<file path="src/rtl/ram_arbiter.sv">
// Arbitrates boot loader, CPU data and CPU fetch onto one synchronous-read RAM port.
// Grants are combinational; read data returns one cycle after the grant to whichever port issued the read.
module ram_arbiter #(
  parameter int AW           = 8,
  parameter int DW           = 16,
  parameter int STARVE_LIMIT = 4
) (
  input  logic          clk,
  input  logic          rst,
  input  logic          boot_active,
  input  logic          b_req,
  input  logic [AW-1:0] b_addr,
  input  logic [DW-1:0] b_wdata,
  output logic          b_gnt,
  input  logic          d_req,
  input  logic          d_we,
  input  logic [AW-1:0] d_addr,
  input  logic [DW-1:0] d_wdata,
  output logic          d_gnt,
  output logic          d_rvalid,
  output logic [DW-1:0] d_rdata,
  input  logic          f_req,
  input  logic [AW-1:0] f_addr,
  output logic          f_gnt,
  output logic          f_rvalid,
  output logic [DW-1:0] f_rdata,
  output logic          ram_en,
  output logic          ram_we,
  output logic [AW-1:0] ram_addr,
  output logic [DW-1:0] ram_wdata,
  input  logic [DW-1:0] ram_rdata
);

  typedef enum logic [1:0] {
    OWN_NONE  = 2'd0,
    OWN_DATA  = 2'd1,
    OWN_FETCH = 2'd2
  } owner_e;

  localparam logic [3:0] LIMIT = 4'(STARVE_LIMIT);

  logic [3:0]    starve_q, starve_d;
  owner_e        owner_q, owner_d;
  logic [DW-1:0] d_rdata_q, f_rdata_q;

  always_comb begin
    b_gnt = 1'b0;
    d_gnt = 1'b0;
    f_gnt = 1'b0;
    if (!rst) begin
      if (boot_active) begin
        b_gnt = b_req;
      end else if (f_req && (starve_q >= LIMIT || !d_req)) begin
        f_gnt = 1'b1;
      end else if (d_req) begin
        d_gnt = 1'b1;
      end
    end
  end

  always_comb begin
    ram_en    = b_gnt | d_gnt | f_gnt;
    ram_we    = 1'b0;
    ram_addr  = '0;
    ram_wdata = '0;
    if (b_gnt) begin
      ram_we    = 1'b1;
      ram_addr  = b_addr;
      ram_wdata = b_wdata;
    end else if (d_gnt) begin
      ram_we    = d_we;
      ram_addr  = d_addr;
      ram_wdata = d_we ? d_wdata : '0;
    end else if (f_gnt) begin
      ram_addr  = f_addr;
    end
  end

  // Counter only advances while fetch is actually being passed over by data.
  always_comb begin
    starve_d = starve_q;
    if (f_gnt || !f_req) begin
      starve_d = '0;
    end else if (d_gnt && starve_q != 4'hF) begin
      starve_d = starve_q + 4'd1;
    end
  end

  always_comb begin
    owner_d = OWN_NONE;
    if (d_gnt && !d_we) begin
      owner_d = OWN_DATA;
    end else if (f_gnt) begin
      owner_d = OWN_FETCH;
    end
  end

  always_ff @(posedge clk) begin
    if (rst) begin
      starve_q  <= '0;
      owner_q   <= OWN_NONE;
      d_rdata_q <= '0;
      f_rdata_q <= '0;
    end else begin
      starve_q <= starve_d;
      owner_q  <= owner_d;
      if (owner_q == OWN_DATA) begin
        d_rdata_q <= ram_rdata;
      end
      if (owner_q == OWN_FETCH) begin
        f_rdata_q <= ram_rdata;
      end
    end
  end

  // A reset arriving while a read is in flight suppresses its return.
  assign d_rvalid = (owner_q == OWN_DATA) && !rst;
  assign f_rvalid = (owner_q == OWN_FETCH) && !rst;
  assign d_rdata  = d_rvalid ? ram_rdata : d_rdata_q;
  assign f_rdata  = f_rvalid ? ram_rdata : f_rdata_q;

endmodule

</file>
<file path="config.mk">
export PLATFORM = sky130hd
export DESIGN_NAME = ram_arbiter
export DESIGN_NICKNAME = d
export VERILOG_FILES = /design/src/rtl/ram_arbiter.sv
export SDC_FILE = /design/constraint.sdc
export NUM_CORES = 1
export LEC_CHECK = 0
export CORE_MARGIN = 5
export CORE_UTILIZATION = 31
export CTS_CLUSTER_DIAMETER = 200
export DETAILED_ROUTE_END_ITERATION = 10
export GPL_TIMING_DRIVEN = 0
export MAX_ROUTING_LAYER = met4
export PLACE_DENSITY = 0.74
export REMOVE_ABC_BUFFERS = 1
export SLEW_MARGIN = 30
export SYNTH_ARGS = -nofsm -noshare
export SYNTH_HDL_FRONTEND = slang
export SYNTH_SLANG_ARGS = --single-unit
</file>
<file path="constraint.sdc">
create_clock -name clk -period 1.7 [get_ports clk]
set_clock_uncertainty 0.2 [all_clocks]
set_input_delay 0.255 -clock clk [delete_from_list [all_inputs] [get_ports clk]]
set_output_delay 0.255 -clock clk [all_outputs]
set_load 0.03 [all_outputs]
</file>
==> After elaboration in Yosys (flattened, before gate mapping) <==
Cells that the tools add are included.
{ "totals": {"output_inout_bits": 63, "inputBits": 79, "wordCells": 46, "reg_bits": 38} }
{ "classes": {"reduce_logical": 13, "addsub": 1, "bitwise_logic": 2, "muxes": 21, "magnitude_cmp": 1, "n_eq_ne": 3} }
{ "ops": {"columns": ["cell", "count"], "rows": [
  ["$mux W16", 5],
  ["$mux W8", 3],
  ["$mux W1", 12],
  ["$logic_and A1 B1 Y1", 5],
  ["$add A4 B1 Y4 const B", 1],
  ["$ge A4 B3 Y1 const B", 1],
  ["$logic_not A1 Y1", 4],
  ["$ne A4 B4 Y1 const B", 1],
  ["$reduce_or A2 Y1", 2],
  ["$eq A2 B1 Y1 const B", 1],
  ["$eq A2 B2 Y1 const B", 1],
  ["$logic_or A1 B1 Y1", 2],
  ["$mux W2", 1],
  ["$or A1 B1 Y1", 2]
]} }

==> Longest topological paths before layout <==
{ "depth": {"ltp_word": 9, "ltp_mapped": 6} }

==> Worst setup path before layout <==
No wires, ideal clock.
{ "synth_timing": {"kind": "input -> output", "start": "in rst", "end": "out ram_wdata[10]", "t_required_ns": 1.245, "cell_stages": 5, "path_slack_ns": -0.467, "arrival_ns": 1.712, "path_cell_list": "buf_6 > and3b_1 > clkbuf_1 > clkbuf_1 > a22o_1"} }
{ "synth_between": {"elab_cells_between_ends": 4, "classes_between": "mux (4)"} }
{ "synth_lines": {"columns": ["element", "line_no", "source"], "rows": [
  ["start: declaration", "9", "input logic rst,"],
  ["$mux W1", "50", "if (!rst) begin"],
  ["via b_gnt", "14", "output logic b_gnt,"],
  ["$mux W16", "66", "if (b_gnt) begin"],
  ["end: declaration", "30", "output logic [DW-1:0] ram_wdata,"]
]} }
The timed path passes the listed nets, and every way through them passes these cells.

==> Final worst setup path <==
{ "layout_timing": {"start": "reg owner_q[1]", "end": "out f_rdata[13]"} }
{ "layout_between": {"elab_chain_len": 3} }
{ "layout_lines": {"columns": ["element", "line_no", "source"], "rows": [
  ["start: declaration", "43", "owner_e owner_q, owner_d;"],
  ["start signal: assignment", "106", "owner_q <= owner_d;"],
  ["$eq A2 B2 Y1", "118", "assign f_rvalid = (owner_q == OWN_FETCH) && !rst;"],
  ["$logic_and A1 B1 Y1", "118", null],
  ["$mux W16", "120", "assign f_rdata = f_rvalid ? ram_rdata : f_rdata_q;"],
  ["end: declaration", "26", "output logic [DW-1:0] f_rdata,"]
]} }
Every way passes these cells.

==> impl_metrics.env <==
export IMPL_timing_hold_worst_class="primary input to register"
export IMPL_grt_pass1_wl_um=12520
export IMPL_initial_core_util=0.3133
export IMPL_die_h_um=89.66
export IMPL_via_per_inst=5.271
export IMPL_finalNetCount=438
export IMPL_detailroute_wirelength_met3_um=425
export IMPL_period_needed_ns=2.150
export IMPL_most_frequent_cell_after_synthesis="sky130_fd_sc_hd__a22o_1"
export IMPL_number_of_cell_rows=29
export IMPL_place_ws_ns=-1.759
export IMPL_synth_largest_area_cell="sky130_fd_sc_hd__dfxtp_1"
export IMPL_total_power_consumption_of_the_routed_design_uw=2226
export IMPL_rsz0062_at_grt="true"
export IMPL_clkSlewWorstSetupHoldPaths_ns=0.07
export IMPL_setup_ws_ns=-0.4503
export IMPL_grt_antenna_before_repair=0
export IMPL_grt_pass1_vias=2428
export IMPL_met1_length_um=3609
export IMPL_place_area_um2=3486
export IMPL_detail_route_wl_per_cell_um=19.53
export IMPL_num_vias=2298
export IMPL_worstPathArrival_ns=1.70
export IMPL_grt_overflow=0
export IMPL_asyncSetResetFlopFracSynth=0
export IMPL_drv_max_cap_violation_count=0
export IMPL_n_fill_cell=494
export IMPL_synth_edff_count=0
export IMPL_drcViolationCount=0
export IMPL_yosys_most_used_dff="sky130_fd_sc_hd__dfxtp_1"
export IMPL_synth_top_cells_by_count="sky130_fd_sc_hd__a22o_1 (48), sky130_fd_sc_hd__dfxtp_1 (38), sky130_fd_sc_hd__mux2_2 (32)"
export IMPL_maxUsedRoutingLayer="met4"
export IMPL_power_ir_vdd_worst_uv=391.2
export IMPL_stdcell_area_um2=4282
export IMPL_seqCellArea_um2=775.7
export IMPL_globalplace_congestion=0.7687
export IMPL_cts_root_buf="sky130_fd_sc_hd__clkbuf_8"
export IMPL_antenna_cells_inserted=0
export IMPL_clk_latency_ns=0.28
export IMPL_post_route_util=0.6821
export IMPL_required_ns=1.24
export IMPL_drt_total_wl_um=8516
export IMPL_numCtsBuffers=5
export IMPL_drive_gt1_frac=0.4903
export IMPL_yosysTopAreaCellShare=0.3868
export IMPL_synth_yosys_seq_area_share=0.3868
export IMPL_post_route_period_util=1.265
export IMPL_final_hold_violation_count=0
export IMPL_final_setup_viol_count=63
export IMPL_worstSetupPathType="register to output pin"
export IMPL_design_portCount=142
export IMPL_synth_warning_count=0
export IMPL_syn2layout_area_growth_pct=117.7
export IMPL_power_density_nw_per_um2=519.9
export IMPL_ys_types=28
export IMPL_detailedPlacementHpwl_um=5401
export IMPL_multi_input_gate_area_in_the_final_layout_um2=1401
export IMPL_cts_tree="done"
export IMPL_cts_path_max_buffers=2
export IMPL_die_width_um=89.66
export IMPL_cts_htree_levels=2
export IMPL_critPathLaunchType="register"
export IMPL_die_area_um2=8038
export IMPL_crit_fanout=7
export IMPL_outcome="complete, but fails checks"
export IMPL_grt_util_all_layers=0.2110
export IMPL_max_slew_worst_pin_slew_ns=0.8556
export IMPL_synth_top_cells_by_area="sky130_fd_sc_hd__dfxtp_1 (39%), sky130_fd_sc_hd__a22o_1 (21%), sky130_fd_sc_hd__mux2_2 (18%), sky130_fd_sc_hd__a221o_1 (4.1%), sky130_fd_sc_hd__and3_1 (3.5%)"
export IMPL_fmax_ghz=0.4650
export IMPL_max_slew_headroom=0.4296
export IMPL_setup_tns_ns=-21.71
export IMPL_synthesis_instances=180
export IMPL_numClockSinks=38
export IMPL_core_area_um2=6277
export IMPL_syn_cell_area_um2=1967
export IMPL_grt_max_degree=17
export IMPL_postSynthRegisterBits=38
export IMPL_drtAntennaViolNets=0
export IMPL_drtPass1Iterations=4
export IMPL_holdBufCountCts=0
export IMPL_count_of_routing_violations_after_the_opening_detailed_route_iteration=133
export IMPL_route_met2_wl_um=4406
export IMPL_worst_setup_path_end_kind="output pin"
export IMPL_final_max_slew_viol_count=0
export IMPL_power_leakage_uw=0.001856
export IMPL_avgSynthCellArea_um2=10.93
export IMPL_failed_checks="negative setup slack"
export IMPL_io_buffer_count=141
metal layers:
metal	global-route usage	vias to the layer above
li1	-	1088
met1	0.2524	1136
met2	0.3637	64
met3	0.04015	10
met4	0.05277	0
met5	-	-
worst paths after layout:
| kind | startpoint | to | slack (ns) | cells past startpoint |
|---|---|---|---|---|
| max | owner_q[1]$_SDFF_PP0_ | f_rdata[13] | -0.45 | 6 |
| min | boot_active | owner_q[1]$_SDFF_PP0_ | 0.11 | 2 |
| max reg2reg | starve_q[3]$_SDFFE_PP0P_ | starve_q[1]$_SDFFE_PP0P_ | -0.03 | 5 |
| min reg2reg | f_rdata_q[7]$_SDFFE_PP0N_ | f_rdata_q[7]$_SDFFE_PP0N_ | 0.28 | 1 |
flip-flops by register name, summed over array words and instances, names as in the netlist:
register / cells
d_rdata_q: 16
f_rdata_q: 16
owner_q: 2
starve_q: 4
cells in the final DEF, fill, tap and decap left out, drive strengths merged, types with 2 or more instances in the layout:
cell type      Yosys  final
inv                2      2
nor3               3      3
clkbuf             6      6
nor3b              4      4
clkdlybuf4s15      0      3
a22o              48     48
dfxtp             38     38
mux2              32     32
o31ai              2      2
and3b              1      3
a21oi              4      4
a221o              8      8
and3              11     13
o21ai              2      2
clkdlybuf4s50      0     73
buf                8    104
nor2               2      2
per-stage QoR:
step	instances	hold slack, ns
after global routing	436	0.1260
after detailed placement	389	0.2539
after global placement	384	0.2522
final	436	0.1075
after floorplan	166	0.1311
after CTS	434	0.08567
critical path, stage by stage (launching register included):
cell and delay [ns]:
sky130_fd_sc_hd__dfxtp_4 0.38, sky130_fd_sc_hd__inv_4 0.04, sky130_fd_sc_hd__nor3_4 0.25, sky130_fd_sc_hd__buf_6 0.16, sky130_fd_sc_hd__buf_8 0.13, sky130_fd_sc_hd__mux2_4 0.31
sky130_fd_sc_hd__buf_6 0.14
cell families (layout without fill, tap and decap cells):
logic type      Yosys count  in the layout  synth area share
compound gates           66             66            0.2843
flops                    38             38            0.3868
simple gates             27             31            0.1005
buf+inv                  16            191           0.03880
mux                      32             32            0.1832
fa+ha+maj                 1              1          0.006360
power breakdown:
part | total (uW) | switching (uW) | internal [uW]
clock network | 640 | 314 | 326
logic | 673 | 293 | 380
registers | 913 | 11.1 | 902
layout make-up:
class / instances / share of cell area
clock buffer: 6 / 0.01929
clock inverter: 2 / 0.002922
inverter: 2 / 0.002338
multi-input combinational: 130 / 0.3273
sequential: 38 / 0.1812
tap: 77 / 0.02250
timing repair buffer: 181 / 0.4445
what timing repair did:
item / CTS / global route
gates cloned: 8 / 0
gates resized for setup: 526 / 19
setup endpoints to repair: 90 / 83
buffers inserted: 30 / 11
pin swaps: 17 / 10
(Power assumes the default switching activity.)
